## src/rtl/issue_sched.sv

```systemverilog
// Two-lane in-order issue queue: circular FIFO feeding a two-entry issue register.
// Define ISSUE_DUAL_EN for two-wide issue; otherwise only lane 0 issues.
module issue_sched #(
    parameter  int QDEPTH = 8,
    parameter  int PW     = 64,
    localparam int EW     = PW + 19,
    localparam int AW     = $clog2(QDEPTH),
    localparam int CW     = AW + 1
) (
    input  logic            clk,
    input  logic            resetn,
    input  logic            flush,
    input  logic [1:0]      enq_valid,
    input  logic [2*EW-1:0] enq_entry,
    output logic            enq_ready,
    output logic [9:0]      head_ra1,
    output logic [9:0]      head_ra2,
    input  logic [1:0]      src1_ok,
    input  logic [1:0]      src2_ok,
    input  logic            deq_ready,
    output logic [1:0]      deq_valid,
    output logic [2*EW-1:0] deq_entry,
    output logic [CW-1:0]   count
);

    // Entry layout, MSB to LSB: payload, ra1, ra2, rdst, regwrite, use1, use2, mem
    localparam int B_MEM    = 0;
    localparam int B_USE2   = 1;
    localparam int B_USE1   = 2;
    localparam int B_RW     = 3;
    localparam int RDST_LSB = 4;
    localparam int RA2_LSB  = 9;
    localparam int RA1_LSB  = 14;

`ifdef ISSUE_DUAL_EN
    localparam bit DUAL = 1'b1;
`else
    localparam bit DUAL = 1'b0;
`endif

    logic [EW-1:0]   r_mem [QDEPTH];
    logic [AW-1:0]   r_rd;
    logic [AW-1:0]   r_wr;
    logic [CW-1:0]   r_count;
    logic [1:0]      r_deq_valid;
    logic [2*EW-1:0] r_deq_entry;

    logic [EW-1:0]   w_head [2];
    logic [1:0]      w_hvalid;
    logic [1:0]      w_hready;
    logic            w_enq;
    logic [CW-1:0]   w_enq_n;
    logic [CW-1:0]   w_iss_n;
    logic            w_issue0;
    logic            w_issue1;
    logic            w_raw;
    logic            w_pair_ok;
    logic [4:0]      w_h0_rdst;

    for (genvar gi = 0; gi < 2; gi++) begin : g_head
        assign w_head[gi]   = r_mem[AW'(r_rd + AW'(gi))];
        assign w_hvalid[gi] = (r_count > CW'(gi));
        assign w_hready[gi] = (!w_head[gi][B_USE1] || src1_ok[gi]) &&
                              (!w_head[gi][B_USE2] || src2_ok[gi]);
        assign head_ra1[5*gi +: 5] = w_head[gi][RA1_LSB +: 5];
        assign head_ra2[5*gi +: 5] = w_head[gi][RA2_LSB +: 5];
    end

    assign enq_ready = ((CW'(QDEPTH) - r_count) >= CW'(2));
    assign w_enq     = enq_valid[0] && enq_ready && !flush;
    assign w_enq_n   = !w_enq ? CW'(0) : (enq_valid[1] ? CW'(2) : CW'(1));

    // Head 1 may not read a register that head 0 is about to write.
    assign w_h0_rdst = w_head[0][RDST_LSB +: 5];
    assign w_raw     = w_head[0][B_RW] && (w_h0_rdst != 5'd0) &&
                       ((w_head[1][B_USE1] && (w_head[1][RA1_LSB +: 5] == w_h0_rdst)) ||
                        (w_head[1][B_USE2] && (w_head[1][RA2_LSB +: 5] == w_h0_rdst)));
    assign w_pair_ok = w_hvalid[1] && w_hready[1] && !w_raw &&
                       !(w_head[0][B_MEM] && w_head[1][B_MEM]);

    assign w_issue0 = w_hvalid[0] && w_hready[0] && (deq_ready || !r_deq_valid[0]);
    assign w_issue1 = DUAL && w_issue0 && w_pair_ok;
    assign w_iss_n  = CW'(w_issue0) + CW'(w_issue1);

    // Storage carries no reset; occupancy alone decides which slots are live.
    always_ff @(posedge clk) begin
        if (w_enq) begin
            r_mem[r_wr] <= enq_entry[EW-1:0];
            if (enq_valid[1]) begin
                r_mem[AW'(r_wr + AW'(1))] <= enq_entry[2*EW-1:EW];
            end
        end
    end

    always_ff @(posedge clk or negedge resetn) begin
        if (!resetn) begin
            r_rd        <= '0;
            r_wr        <= '0;
            r_count     <= '0;
            r_deq_valid <= '0;
            r_deq_entry <= '0;
        end else if (flush) begin
            r_rd        <= '0;
            r_wr        <= '0;
            r_count     <= '0;
            r_deq_valid <= '0;
        end else begin
            r_wr    <= r_wr + w_enq_n[AW-1:0];
            r_rd    <= r_rd + w_iss_n[AW-1:0];
            r_count <= r_count + w_enq_n - w_iss_n;
            if (w_issue0) begin
                r_deq_valid <= {w_issue1, 1'b1};
                r_deq_entry <= {w_head[1], w_head[0]};
            end else if (deq_ready || !r_deq_valid[0]) begin
                r_deq_valid <= 2'b00;
            end
        end
    end

    assign deq_valid = r_deq_valid;
    assign deq_entry = r_deq_entry;
    assign count     = r_count;

endmodule

```

## config.mk

```make
export PLATFORM = sky130hd
export DESIGN_NAME = issue_sched
export DESIGN_NICKNAME = d
export VERILOG_FILES = /design/src/rtl/issue_sched.sv
export SDC_FILE = /design/constraint.sdc
export NUM_CORES = 2
export LEC_CHECK = 0
export CORE_MARGIN = 5
export CORE_UTILIZATION = 61
export CTS_BUF_LIST = sky130_fd_sc_hd__clkbuf_2
export CTS_CLUSTER_DIAMETER = 80
export DETAILED_ROUTE_END_ITERATION = 8
export GPL_TIMING_DRIVEN = 0
export HOLD_SLACK_MARGIN = 0.15
export PLACE_DENSITY = 0.83
export SYNTH_ARGS = -nofsm -noshare
export SYNTH_HDL_FRONTEND = slang
export SYNTH_SLANG_ARGS = --single-unit
```

## constraint.sdc

```tcl
create_clock -name clk -period 9.64 [get_ports clk]
set_input_delay 1.928 -clock clk [delete_from_list [all_inputs] [get_ports clk]]
set_output_delay 1.928 -clock clk [all_outputs]
set_load 0.03 [all_outputs]
```

==> flow_summary.toml <==
[drt]
viasPerCell = 6.60
ant_nets = 0
dr.pass1.iters = 5
wirelength_microns = 132000
remaining_drc_errors = 0
wl_per_cell_microns = 31.0
num_vias = 28200
drtIter0Drc = 3124

[job]
cap_violations = 0

[clock_network]
cts-resized-gates = 0
ctsHtreeMaxLevel = 4
cts_setup_buffers = 0
clockBufferDepth = 3
cts_tree = "yes"
cts_buffers = 209
clk_latency_ns = 1.45
clockRootBuffer = "clkbuf_2"
clkTransAtPathRegs_ns = 0.14
clock-sinks = 841
ctsHoldBuffers = 0

[pwr]
swShare_pct = 36.5
p_total_mw = 13.2
p_leak_nw = 19.6
combPwrFrac_pct = 45.1
peakVddDrop_uv = 234
power_frac_seq_pct = 36.1
p_int_mw = 8.40
switching_power_mw = 4.82
clkPwrFrac_pct = 18.9
powerDensity_mw_per_mm2 = 245

[synth]
synth_top_area_cell = "edfxtp_1"
async_reset_ff_share_pct = 21.0
synth.avg_cell_area_sq_um = 18.6
synth_cells = 2479
ys_seq_area_share_pct = 52.9
synth.area.top_cells = "edfxtp_1 (43%), mux4_2 (16%), mux2_2 (12%), dfrtp_1 (9.6%), mux2_4 (7.7%)"
yosys_warnings = 0
syn_area_sq_mm = 0.0461
syn_nets = 2670
ys.flop_type = "edfxtp_1"
yosysTopAreaCellShare_pct = 43.2
yosysUniqueCellTypes = 44
ys_seq_elements = 841
synth_edf_count = 664

[critical_path]
r2r_start = "count[1]"
r2r_end = "r_mem[6][38]"
worstPathArrival_ns = 4.87
cp-start-kind = "flop"
crit_path_start = "r_rd[2]"
critPathRequiredTime_ns = 7.71
critical_path.endpoint_type = "output port"
reg2reg_slack_ns = 5.95
slowest_stage = "clkbuf_1"
cp_cell_sequence = "buf_2 -> clkbuf_1 -> clkbuf_1 -> mux2_2 -> buf_4 -> clkdlybuf4s50_1"
cp-endpoint = "head_ra2[4]"
cp_max_fo = 10
path_class = "flop to output port"
max_stage_delay_ns = 0.94
crit_top_cell = "clkbuf_1"
r2r_cells = 12

[floorplanning]
std_cell_rows = 100
chipHeight_microns = 285
io_pins = 369
dieArea_sq_mm = 0.0812
die_x_microns = 285
core_area_sq_mm = 0.0747
start_util_pct = 61.7

[final_layout]
syn2layout_area_growth_pct = 17.2
fin_util_pct = 72.3
mostFrequentLayoutCells = "edfxtp_1 (664), mux2_2 (496), clkdlybuf4s50_1 (364), clkbuf_2 (342), mux4_2 (330)"
final_nets = 3288
final_area_sq_mm = 0.0540
drive_gt1_share_pct = 49.8
layout_commonest_cell = "edfxtp_1"

[sta]
setup_tns_ns = 0
slew_headroom_pct = 16.9
fmax_mhz = 147
period_minus_slack_ns = 6.80
period_share_pct = 70.5
rsz0062_at_grt = "false"
setup_viol = 0
setup_slack_ns = 2.84
max_slew.worst_pin.slew_ns = 1.25
finalHoldViolCount = 0
fin_skew_ns = 0.0951
finalMaxSlewViolations = 0

[placement]
gpl.final_weighted_congestion = 0.852
dpl_cell_area_sq_mm = 0.0520
io_buffers = 365
dpl_worst_slack_ns = 4.40
hpwlAfterDp_microns = 89100

[worst_hold_path]
hold_path.class = "primary input to async pin"

[run_status]
status = "finished, final reports clean"

[global_route]
overflow = 0
grt_pass1_vias = 30200
grt_use_total_pct = 32.5
grt_pass1_wl_microns = 195000
antenna_found_initial = 36
grt_max_degree = 95
## cell usage after synthesis, types with 2 or more instances
cell	count
edfxtp_1	664
mux2_2	496
mux4_2	330
mux2_1	261
mux2_4	236
dfrtp_1	177
buf_6	59
buf_2	55
buf_4	43
clkbuf_1	36
inv_1	14
ha_1	13
nand2_1	13
buf_1	12
nor2_1	10
nor2b_1	8
a21oi_1	5
o21ai_0	5
mux2i_1	4
nand2b_1	4
xnor2_1	4
xor2_1	4
o31ai_1	3
fa_1	2
nor3_1	2
## metal layers
metal | part of all wire [%] | GRT usage [%] | wire (microns) | vias to the layer above
li1 | - | - | - | 11600
met1 | 37 | 41.5 | 48800 | 14700
met2 | 49 | 53.1 | 65500 | 1659
met3 | 9.8 | 9.31 | 13000 | 319
met4 | 3.7 | 13.0 | 4890 | 18
met5 | 0.092 | 0 | 122 | -
## sequential cells by signal (all words and copies together), names as in the netlist
name       flops
deq_valid      1
deq_entry    166
r_rd           3
count          4
r_mem        664
r_wr           3
## worst max-delay path, delay by kind of cell, from the launching register on
family	cells	cell delay (ns)
buffers and inverters	5	2.63
DFF	1	0.35
muxes	1	0.48
## logic make-up after synthesis
kind of cell               Yosys count  share of synthesized area (%)
muxes                             1328                           42.4
DFF                                841                           52.9
buffers and inverters              220                           3.28
and+or+nand+nor                     46                          0.548
AOI/OAI and AO/OA                   20                          0.290
adders and majority gates           15                          0.440
xor gates and xnor gates             8                          0.152
other                                1                        0.00813
## metrics by stage
step                      hold slack [ns]  cells
after global placement              0.470   3813
after floorplan                     0.633   2479
after detailed placement            0.475   3855
final                               0.495   4275
after global routing                0.435   4264
after CTS                           0.399   4246
## worst min-delay path by stage
stage | depth (start not counted) | slack [ns] | startpoint | end
final | 1 | 0.50 | resetn | deq_entry[68]
after global routing | 1 | 0.44 | resetn | deq_entry[3]
after CTS | 1 | 0.40 | resetn | deq_entry[3]
after detailed placement | 1 | 0.47 | deq_entry[104] | deq_entry[104]
after global placement | 1 | 0.47 | deq_entry[95] | deq_entry[95]
after floorplan | 2 | 0.63 | r_rd[1] | r_rd[1]
## power by group through the flow
stage	Sequential (mW)	Combinational, mW	Clock, mW
after floorplan	5.55	3.06	0
after global placement	4.90	5.75	0
after detailed placement	4.84	5.94	0
after CTS	4.77	5.97	2.52
after global routing	4.83	6.22	2.73
final	4.77	5.96	2.49
## cell type report
class	count	area [sq um]
multi-input cells	1418	20300
inverters	14	52.6
flip-flops and latches	841	24400
fillers	4609	20700
well taps	969	1210
diodes	29	72.6
repair buffers	407	4560
plain buffers	206	1460
clock buffers	342	1710
clock inverters	49	277
Power figures use the tool's default switching activity.
